### src/rtl/flip_pkg.sv
// flip_pkg: shared types and the index map for flip_engine.
// perm_idx gives the destination bit for a source bit under each mode.
package flip_pkg;

   typedef enum logic [1:0] {
      FLIP_PASS,
      FLIP_REV,
      FLIP_BYTE_REV,
      FLIP_SWAP
   } flip_mode_e;

   typedef enum logic [1:0] {
      S_IDLE,
      S_BUSY,
      S_DONE
   } state_e;

   function automatic int perm_idx(
      input flip_mode_e mode,
      input int         idx,
      input int         data_w
   );
      case (mode)
         FLIP_PASS:     return idx;
         FLIP_REV:      return data_w - 1 - idx;
         FLIP_BYTE_REV: return 8 * (idx / 8) + 7 - idx % 8;
         FLIP_SWAP:     return 8 * (data_w / 8 - 1 - idx / 8) + idx % 8;
         default:       return idx;
      endcase
   endfunction

endpackage

### src/rtl/flip_engine.sv
// flip_engine: multi-cycle bit permutation unit, STEP bits per cycle.
// Word captured on accept, result published with a one-cycle done pulse.
import flip_pkg::*;

module flip_engine #(
   parameter int DATA_W = 8,
   parameter int STEP   = 1
) (
   input  logic              i_clk,
   input  logic              i_rst,
   input  logic              i_start,
   input  logic [1:0]        i_mode,
   input  logic [DATA_W-1:0] i_data,
   input  logic              i_abort,
   output logic [DATA_W-1:0] o_data,
   output logic              o_finished,
   output logic              o_busy
);

   localparam int N  = DATA_W / STEP;
   localparam int CW = (N > 1) ? $clog2(N) : 1;
   localparam int IW = $clog2(DATA_W);

   if (DATA_W % 8 != 0) begin : g_bad_width
      $error("flip_engine: DATA_W must be a multiple of 8");
   end
   if (DATA_W % STEP != 0) begin : g_bad_step
      $error("flip_engine: STEP must divide DATA_W");
   end

   state_e            state;
   flip_mode_e        mode;
   logic [DATA_W-1:0] src_word;
   logic [DATA_W-1:0] work;
   logic [DATA_W-1:0] nxt;
   logic [CW-1:0]     cnt;
   logic              last;
   logic [IW-1:0]     src [STEP];
   logic [IW-1:0]     dst [STEP];

   assign last = (cnt == CW'(N - 1));

   for (genvar j = 0; j < STEP; j++) begin : g_idx
      assign src[j] = IW'(int'(cnt) * STEP + j);
      assign dst[j] = IW'(perm_idx(mode, int'(cnt) * STEP + j, DATA_W));
   end

   // merge the current chunk into the partially built word
   always_comb begin
      nxt = work;
      for (int j = 0; j < STEP; j++) begin
         nxt[dst[j]] = src_word[src[j]];
      end
   end

   // job sequencing: accept, chunk walk, publish, abort
   always_ff @(posedge i_clk or negedge i_rst) begin
      if (!i_rst) begin
         state    <= S_IDLE;
         mode     <= FLIP_PASS;
         src_word <= '0;
         work     <= '0;
         cnt      <= '0;
         o_data   <= '0;
      end else begin
         unique case (state)
            S_IDLE: begin
               if (i_start) begin
                  src_word <= i_data;
                  mode     <= flip_mode_e'(i_mode);
                  work     <= '0;
                  cnt      <= '0;
                  state    <= S_BUSY;
               end
            end
            S_BUSY: begin
               if (i_abort) begin
                  work  <= '0;
                  cnt   <= '0;
                  state <= S_IDLE;
               end else if (last) begin
                  work   <= nxt;
                  cnt    <= '0;
                  o_data <= nxt;
                  state  <= S_DONE;
               end else begin
                  work <= nxt;
                  cnt  <= cnt + 1'b1;
               end
            end
            S_DONE: state <= S_IDLE;
            default: state <= S_IDLE;
         endcase
      end
   end

   assign o_busy     = (state != S_IDLE);
   assign o_finished = (state == S_DONE);

endmodule
### config.mk
export PLATFORM = sky130hd
export DESIGN_NAME = flip_engine
export DESIGN_NICKNAME = d
export VERILOG_FILES = /design/src/rtl/flip_pkg.sv /design/src/rtl/flip_engine.sv
export SDC_FILE = /design/constraint.sdc
export NUM_CORES = 1
export LEC_CHECK = 0
export CORE_UTILIZATION = 45
export DETAILED_ROUTE_END_ITERATION = 12
export GPL_TIMING_DRIVEN = 1
export PLACE_DENSITY = 0.77
export RECOVER_POWER = 100
export SLEW_MARGIN = 40
export SYNTH_ARGS = -nofsm -noshare
export SYNTH_HDL_FRONTEND = slang
export SYNTH_SLANG_ARGS = --single-unit
export TNS_END_PERCENT = 20
### constraint.sdc
create_clock -name i_clk -period 2.3 [get_ports i_clk]
set_clock_uncertainty 0.2 [all_clocks]
set_input_delay 0.46 -clock i_clk [delete_from_list [all_inputs] [get_ports i_clk]]
set_output_delay 0.46 -clock i_clk [all_outputs]
set_load 0.005 [all_outputs]
==> results of run 1 <==
==> critical path: stages (launching register included) <==
cell and delay (ps):
dfrtp_1 430, or2_2 330, clkdlybuf4s50_1 450
==> placed cells by master (no fill, tap or decap), types with 2 or more instances in the layout <==
cell / count
dfrtp_1: 31
mux2_2: 19
clkdlybuf4s50_1: 12
dlygate4sd3_1: 11
mux2i_1: 10
a22o_1: 10
o21ai_0: 8
nor2_1: 6
clkbuf_1: 6
clkbuf_4: 5
or3b_2: 4
buf_4: 4
nand3b_1: 3
or2_2: 2
a21oi_1: 2
ha_1: 2
clkbuf_8: 2
==> power breakdown <==
group | switching [W] | internal [W]
logic | 0.000153 | 0.000197
clock network | 0.000185 | 0.000180
registers | 0.0000434 | 0.000602
==> flip-flops by register name (all words and copies together) (netlist names) <==
name      count
cnt           3
mode          2
o_data        8
src_word      8
state         2
work          8
==> metrics by stage <==
step,worst slack [ps],util (%),setup TNS [ps]
after floorplan,282,-,0
after global placement,2.47,58.8,0
after detailed placement,-16.7,58.8,-64.4
after CTS,66.7,61.0,0
after global routing,23.3,60.1,0
final,92.2,60.1,0
==> kinds of logic (layout without fill, tap and decap cells) <==
group / after synthesis / after routing / share of synthesized area (%)
simple gates: 22 / 22 / 9.49
fa+ha+maj: 2 / 2 / 1.68
buf+inv: 6 / 42 / 2.10
mux: 31 / 31 / 23.3
xor+xnor: 2 / 2 / 1.18
compound gates: 22 / 22 / 10.2
flops: 31 / 31 / 52.1
==> final cells by class <==
| class | count | share of cell area, % |
|---|---|---|
| flip-flops and latches | 31 | 41.6 |
| multi-input cells | 79 | 36.4 |
| repair buffers | 33 | 15.2 |
| clock buffers | 8 | 3.69 |
| well taps | 44 | 2.95 |
| inverters | 1 | 0.201 |
==> per-layer routing <==
metal	wire (um)	vias up
met1	1170	524
met4	63	0
li1	-	498
met5	0	-
met3	124	7
met2	1350	28
==> how the worst max path moves through the flow <==
stage / slack (ps) / from / endpoint / depth (start not counted)
global placement: 2 / i_abort / o_data[5]$_DFFE_PN0P_ / 5
CTS: 70 / state[1]$_DFFE_PN0P_ / o_busy / 2
floorplan: 280 / cnt[0]$_DFFE_PN0P_ / work[0]$_DFFE_PN0P_ / 5
finish: 90 / state[1]$_DFFE_PN0P_ / o_busy / 2
detailed placement: -20 / i_abort / o_data[4]$_DFFE_PN0P_ / 5
global route: 20 / state[1]$_DFFE_PN0P_ / o_busy / 2
==> out/results.ini, run 1 <==
[logic_synthesis]
synth_edf_count = 0
yosysSeqAreaShare_pct = 52.1
synth_ff_type = dfrtp_1
netlist_area_um2 = 1490
async_reset_ff_share_pct = 100
syn-num-nets = 132
synth_largest_area_cell = dfrtp_1
avgSynthCellArea_um2 = 12.8
synth_common_cells = 31 x dfrtp_1, 19 x mux2_2, 10 x a22o_1, 10 x mux2i_1, 8 x o21ai_0
synthTopCellsByArea = dfrtp_1 52%, mux2_2 14%, mux2i_1 6.7%
synth_top_area_share_pct = 52.1
synthCells = 116
yosys_warnings = 0
synth.most_common_cell = dfrtp_1
synth_cell_types = 29
ys_seq_elements = 31

[route]
ant_nets = 0
drc = 0
dr.pass1.iters = 4
vias = 1057
post_drt_wl_per_cell_um = 13.8
viasPerCell = 5.39
drtIter0Drc = 26
routed_wirelength_um = 2710

[finish]
final_cell_area_um2 = 1870
seqCellArea_um2 = 776
antennaDiodeCount = 0
layout.cells.non_filler = 196
final_nets = 167
n_fill_cell = 288
drive_gt1_share_pct = 25.7
multi_input_area_um2 = 678
area_delta_synth_final_pct = 25.2

[timing]
whs_ps = 307
rsz0062_at_grt = no
hold_violations = 0
relSlewSlack_pct = 49.7
tightest_slew_ps = 754
finalSetupViolCount = 0
finalCritPeriodShare_pct = 96.0
min_period_ps = 2210
fmax_ghz = 0.453
slew_violations = 0

[pwr]
p_leak_nw = 0.872
vdd_drop_max_mv = 0.491
power_density_nw_per_um2 = 729
finalPower_w = 0.00136

[floorplan]
initial_core_util_pct = 48.0
die_y_um = 59.5
dieArea_um2 = 3550
std_cell_rows = 20
coreArea_um2 = 3100
io_pins = 24
die_x_um = 59.5

[clock_network]
numCtsBuffers = 5
clock_latency_ps = 340
clock_path_buffers = 2
cts_setup_buffers = 0
path_clk_slew_ps = 90
cts_resized = 0
cts_hold_buf = 0
root_buffer = clkbuf_4
cts.sinks = 31
h-tree-depth = 2
cts_tree = built

[setup_path]
timing.rr.start = cnt[0]$_DFFE_PN0P_
required_ps = 1640
rr_worst_depth = 5
crit_path_end_kind = primary output
crit_type = flop to primary output
startpoint_type = flop
reg2reg_to = work[6]$_DFFE_PN0P_
critPathArrivalTime_ps = 1550
path_max_fanout = 6
rrSetupSlack_ps = 190

[placed_design]
io_buffers = 23
dp_cells = 188
dp_hpwl_um = 2030
place_area_um2 = 1820
finalWeightedCongestion = 0.764

[hold_path]
hold-path-cell-count = 1
hold_class = flop to flop
worstHoldEndpoint = src_word[6]$_DFFE_PN0P_
hold_start = src_word[6]$_DFFE_PN0P_

[global_route]
overflow = 0
use_met1_pct = 21.4
grt_first_pass_wirelength_um = 4530
grt.met3_usage_pct = 5.46
grt_usage_pct = 18.2
grt_max_degree = 32
grt.met2_usage_pct = 29.1
busiest_layer = met2
grt_pass1_vias = 1025
antenna_found_initial = 0

[run_status]
status = finished, final reports clean

[job]
cap_violations = 0

No activity file was read; power rests on OpenSTA's default activity.
==> run 2, diff against run 1 <==
CELL_PAD_IN_SITES_DETAIL_PLACEMENT = 1   (was unset)
CELL_PAD_IN_SITES_GLOBAL_PLACEMENT = 1   (was unset)
CORE_UTILIZATION = 42   (was 45)
PLACE_DENSITY = 0.86   (was 0.77)
SLEW_MARGIN = unset   (was 40)
==> run 2 against run 1 <==
Via count decreased by 0.28%; combinational power decreased by 3%; register-to-register slack got worse by 50 ps; critical path type unchanged.
==> out/results.ini, run 2 (synthesized netlist as in run 1, its figures left out) <==
[global_route]
grt_first_pass_wirelength_um = 5110  ; was 4530 um
overflow = 0  ; unchanged
busiest_layer = met2  ; unchanged
grt.met2_usage_pct = 34.6  ; was 29.1%
grt_pass1_vias = 1136  ; was 1025
use_met1_pct = 20.4  ; was 21.4%
grt.met3_usage_pct = 7.35  ; was 5.46%
antenna_found_initial = 0  ; unchanged
grt_max_degree = 32  ; unchanged
grt_usage_pct = 19.4  ; was 18.2%

[finish]
final_cell_area_um2 = 1860  ; was 1870 um^2
antennaDiodeCount = 0  ; unchanged
layout_commonest_cell = dfrtp_1  ; unchanged
final_cell_mix = 31 x dfrtp_1, 19 x mux2_2, 12 x dlygate4sd3_1  ; was 31 x dfrtp_1, 19 x mux2_2, 12 x clkdlybuf4s50_1
area_delta_synth_final_pct = 24.9  ; was 25.2%
drive_gt1_share_pct = 25.2  ; was 25.7%
final_nets = 166  ; was 167
top_regs = o_data (8), src_word (8), work (8)  ; unchanged
layout.cells.non_filler = 197  ; was 196

[floorplan]
die_x_um = 61.6  ; was 59.5 um
dieArea_um2 = 3790  ; was 3550 um^2
std_cell_rows = 21  ; was 20
initial_core_util_pct = 44.3  ; was 48.0%
io_pins = 24  ; unchanged
coreArea_um2 = 3360  ; was 3100 um^2
die_y_um = 61.6  ; was 59.5 um

[timing]
slew_violations = 0  ; unchanged
relSlewSlack_pct = 48.7  ; was 49.7%
min_period_ps = 2210  ; about the same
finalSetupViolCount = 0  ; unchanged
fin_setup_tns_ps = 0  ; unchanged
finalCritPeriodShare_pct = 96.1  ; was 96.0%
tightest_slew_ps = 769  ; was 754 ps
fmax_ghz = 0.453  ; about the same
rsz0062_at_grt = no  ; unchanged
hold_violations = 0  ; unchanged

[placed_design]
finalWeightedCongestion = 0.712  ; was 0.764
dp_cells = 189  ; was 188
io_buffers = 23  ; unchanged
dp_hpwl_um = 2280  ; was 2030 um
place_area_um2 = 1820  ; about the same

[pwr]
cell_internal_pwr_w = 0.000968  ; was 0.000978 W
finalPower_w = 0.00135  ; was 0.00136 W
combPwrFrac_pct = 25.2  ; was 25.7%
p_leak_nw = 0.866  ; was 0.872 nW
seqPwrFrac_pct = 47.8  ; was 47.4%
swShare_pct = 28.4  ; was 28.1%
p_sw_w = 0.000384  ; was 0.000382 W
vdd_drop_max_mv = 0.389  ; was 0.491 mV
pwr-share-clk_pct = 27.0  ; was 26.8%
power_density_nw_per_um2 = 726  ; was 729 nW/um^2

[clock_network]
cts.sinks = 31  ; unchanged
numCtsBuffers = 5  ; unchanged
h-tree-depth = 2  ; unchanged
clock_latency_ps = 340  ; about the same
cts_resized = 0  ; unchanged
path_clk_slew_ps = 90  ; about the same
cts_setup_buffers = 0  ; unchanged
clock_path_buffers = 2  ; unchanged
cts_tree = built  ; unchanged
root_buffer = clkbuf_4  ; unchanged
cts_hold_buf = 0  ; unchanged

[route]
drtIter0Drc = 18  ; was 26
vias = 1054  ; was 1057
drc = 0  ; unchanged
viasPerCell = 5.35  ; was 5.39
dr.pass1.iters = 5  ; was 4
routed_wirelength_um = 2970  ; was 2710 um
ant_nets = 0  ; unchanged
post_drt_wl_per_cell_um = 15.1  ; was 13.8 um

[setup_path]
crit_path_top_delay_cell = clkdlybuf4s50_1  ; unchanged
crit_path_cell_trace = or2_2, clkdlybuf4s50_1  ; unchanged
startpoint_type = flop  ; unchanged
path_max_fanout = 6  ; unchanged
critPathArrivalTime_ps = 1550  ; about the same
critPathTopFamily = buffers and inverters  ; unchanged
crit_type = flop to primary output  ; unchanged
max_stage_delay_ps = 450  ; about the same
required_ps = 1640  ; about the same
crit_buf_inv = 1  ; unchanged
crit_path_end_kind = primary output  ; unchanged

[run_status]
status = finished, final reports clean  ; unchanged

[job]
cap_violations = 0  ; unchanged

[hold_path]
hold_class = flop to flop  ; unchanged

-- run 2: changes by cell type in the layout (fill, tap and decap cells not counted), sizes merged --
cell,change
buf,-1
clkdlybuf4s50,-1
dlygate4sd3,+1
-- run 2: worst paths after layout --
check                                        startpoint                 endpoint  slack, ps  cells past startpoint
worst max-delay path               state[1]$_DFFE_PN0P_                   o_busy         90                      2
worst min-delay path            src_word[6]$_DFFE_PN0P_  src_word[6]$_DFFE_PN0P_        320                      1
worst max register to register       cnt[0]$_DFFE_PN0P_      work[5]$_DFFE_PN0P_        140                      4
worst min register to register  src_word[6]$_DFFE_PN0P_  src_word[6]$_DFFE_PN0P_        320                      1
max in group asynchronous                         i_rst  src_word[4]$_DFFE_PN0P_        900                      2
min in group asynchronous                         i_rst    o_data[2]$_DFFE_PN0P_        520                      2
-- run 2: power by group through the flow --
stage          Combinational, W  Sequential [W]  Clock (W)
3_3_place_gp           0.000337        0.000652          0
3_5_place_dp           0.000351        0.000658          0
5_1_grt                0.000375        0.000656   0.000400
6_report               0.000340        0.000646   0.000366
4_1_cts                0.000354        0.000647   0.000375
2_1_floorplan          0.000253        0.000640          0
-- run 2: per-layer routing --
layer	vias to the layer above	part of all wire, %
li1	496	-
met4	0	1.6
met3	6	4.6
met2	27	54
met1	525	40
met5	-	0
-- run 2: area by class of cell --
type	instances	area (um^2)
Inverter	1	3.75
Sequential cell	31	776
Multi-Input combinational cell	79	678
Tap cell	46	57.6
Fill cell	377	1500
Clock buffer	8	68.8
Timing Repair Buffer	32	277
-- run 2: through the flow --
stage	hold slack [ps]	utilization [%]	worst slack (ps)
2_1_floorplan	-35.6	-	282
3_3_place_gp	282	54.1	-7.51
3_5_place_dp	283	54.1	-19.4
4_1_cts	316	56.1	67.9
5_1_grt	325	55.3	14.0
6_report	316	55.3	90.1
==> run 3, diff against run 2 <==
CORE_ASPECT_RATIO = 0.6   (was unset)
==> run 3 against run 2 <==
Setup slack lost 1.7 ps; highest routed layer unchanged; utilization grew 2.6 points; cell count shrank 0.51%.
==> out/results.ini, run 3 (synthesized netlist as in run 1, its figures left out) <==
[run_status]
status = finished, final reports clean  ; unchanged

[floorplan]
die_x_um = 78.9  ; was 61.6 um
initial_core_util_pct = 44.8  ; was 44.3%
std_cell_rows = 16  ; was 21
die_y_um = 48.1  ; was 61.6 um
dieArea_um2 = 3800  ; was 3790 um^2
coreArea_um2 = 3320  ; was 3360 um^2
io_pins = 24  ; unchanged

[global_route]
grt_max_degree = 32  ; unchanged
overflow = 0  ; unchanged
grt_first_pass_wirelength_um = 5870  ; was 5110 um
antenna_found_initial = 0  ; unchanged
grt_usage_pct = 22.0  ; was 19.4%
grt_pass1_vias = 1162  ; was 1136

[timing]
min_period_ps = 2210  ; about the same
fin_setup_tns_ps = 0  ; unchanged
hold_violations = 0  ; unchanged
fin_ws_ps = 88.4  ; was 90.1 ps
finalSetupViolCount = 0  ; unchanged
fmax_ghz = 0.452  ; was 0.453 GHz
tightest_slew_ps = 763  ; was 769 ps
rsz0062_at_grt = no  ; unchanged
slew_violations = 0  ; unchanged
finalCritPeriodShare_pct = 96.2  ; was 96.1%
relSlewSlack_pct = 49.1  ; was 48.7%

[clock_network]
cts_hold_buf = 0  ; unchanged
h-tree-depth = 2  ; unchanged
cts_setup_buffers = 0  ; unchanged
numCtsBuffers = 5  ; unchanged
clock_latency_ps = 280  ; was 340 ps
cts_tree = built  ; unchanged
path_clk_slew_ps = 60  ; was 90 ps
cts_resized = 0  ; unchanged
clock_path_buffers = 2  ; unchanged
root_buffer = clkbuf_8  ; was clkbuf_4
cts.sinks = 31  ; unchanged

[pwr]
vdd_drop_max_mv = 0.396  ; was 0.389 mV
power_density_nw_per_um2 = 817  ; was 726 nW/um^2
p_leak_nw = 0.903  ; was 0.866 nW

[finish]
final_nets = 166  ; unchanged
final_cell_mix = 31 x dfrtp_1, 18 x mux2_2, 12 x dlygate4sd3_1  ; was 31 x dfrtp_1, 19 x mux2_2, 12 x dlygate4sd3_1
layout_commonest_cell = dfrtp_1  ; unchanged
drive_gt1_share_pct = 28.5  ; was 25.2%
antennaDiodeCount = 0  ; unchanged
area_delta_synth_final_pct = 29.1  ; was 24.9%
top_regs = o_data (8), src_word (8), work (8)  ; unchanged

[route]
drc = 0  ; unchanged
viasPerCell = 5.32  ; was 5.35
post_drt_wl_per_cell_um = 18.4  ; was 15.1 um
vias = 1042  ; was 1054
dr.pass1.iters = 3  ; was 5
ant_nets = 0  ; unchanged
drtIter0Drc = 18  ; unchanged
routed_wirelength_um = 3600  ; was 2970 um

[setup_path]
timing.rr.start = cnt[0]$_DFFE_PN0P_  ; unchanged
crit_end = o_data[4]$_DFFE_PN0P_  ; was o_busy
required_ps = 2270  ; was 1640 ps
crit_start = i_abort  ; was state[1]$_DFFE_PN0P_
path_max_fanout = 7  ; was 6
critPathArrivalTime_ps = 2180  ; was 1550 ps
crit_type = input port to flop  ; was flop to primary output
reg2reg_to = work[7]$_DFFE_PN0P_  ; was work[5]$_DFFE_PN0P_
startpoint_type = input port  ; was flop
rr_worst_depth = 5  ; was 4
rrSetupSlack_ps = 180  ; was 140 ps
crit_path_end_kind = flop  ; was primary output

[placed_design]
io_buffers = 23  ; unchanged
dp_slack_ps = -69.0  ; was -19.4 ps
dp_hpwl_um = 2580  ; was 2280 um
finalWeightedCongestion = 0.725  ; was 0.712

[job]
cap_violations = 0  ; unchanged

[hold_path]
hold_class = flop to flop  ; unchanged

## run 3: changes by cell type in the layout (fill, tap and decap cells not counted), moves of 3 or more
cell and change:
buf_4 +3, clkbuf_1 -4, clkbuf_4 -5, clkbuf_8 +4
## run 3: critical path, cell delays in order
cell	delay [ps]
dlygate4sd3_1	550
or3b_2	520
nor2_2	120
buf_4	180
mux2_2	340
## run 3: metal layers
| metal | GRT usage, % | vias up | part of all wire [%] |
|---|---|---|---|
| li1 | - | 494 | - |
| met1 | 26.0 | 524 | 45 |
| met2 | 40.9 | 19 | 51 |
| met3 | 6.17 | 5 | 3.2 |
| met4 | 7.64 | 0 | 1.1 |
| met5 | 0 | - | 0 |
## run 3: worst min path at each step
stage | startpoint | to | slack (ps) | cells after the start
floorplan | i_rst | cnt[0]$_DFFE_PN0P_ | -40 | 0
global placement | src_word[6]$_DFFE_PN0P_ | src_word[6]$_DFFE_PN0P_ | 290 | 1
CTS | work[5]$_DFFE_PN0P_ | work[5]$_DFFE_PN0P_ | 300 | 1
global route | o_data[5]$_DFFE_PN0P_ | o_data[5]$_DFFE_PN0P_ | 320 | 1
finish | work[3]$_DFFE_PN0P_ | work[3]$_DFFE_PN0P_ | 300 | 1
detailed placement | work[5]$_DFFE_PN0P_ | work[5]$_DFFE_PN0P_ | 290 | 1
## run 3: metrics by stage
step / total power [W] / util, % / instance area, um^2 / std cells / hold slack (ps)
finish: 0.00157 / 57.9 / 1920 / 196 / 302
global route: 0.00165 / 57.9 / 1920 / 196 / 323
CTS: 0.00159 / 58.2 / 1930 / 196 / 302
detailed placement: 0.00103 / 54.7 / 1820 / 188 / 288
global placement: 0.00100 / 54.7 / 1820 / 188 / 285
floorplan: 0.000893 / - / 1490 / 116 / -35.6
## run 3: layout make-up
type	instances	area, um^2
Sequential cell	31	776
Timing Repair Buffer	32	288
Tap cell	45	56.3
Inverter	1	3.75
Fill cell	352	1400
Multi-Input combinational cell	79	683
Clock buffer	6	82.6
Clock inverter	2	35.0
## run 3: where the power goes
| part | total, W | internal [W] | switching, W |
|---|---|---|---|
| logic | 0.000368 | 0.000197 | 0.000171 |
| registers | 0.000651 | 0.000603 | 0.0000490 |
| clock network | 0.000553 | 0.000350 | 0.000203 |
| total | 0.00157 | 0.00115 | 0.000423 |
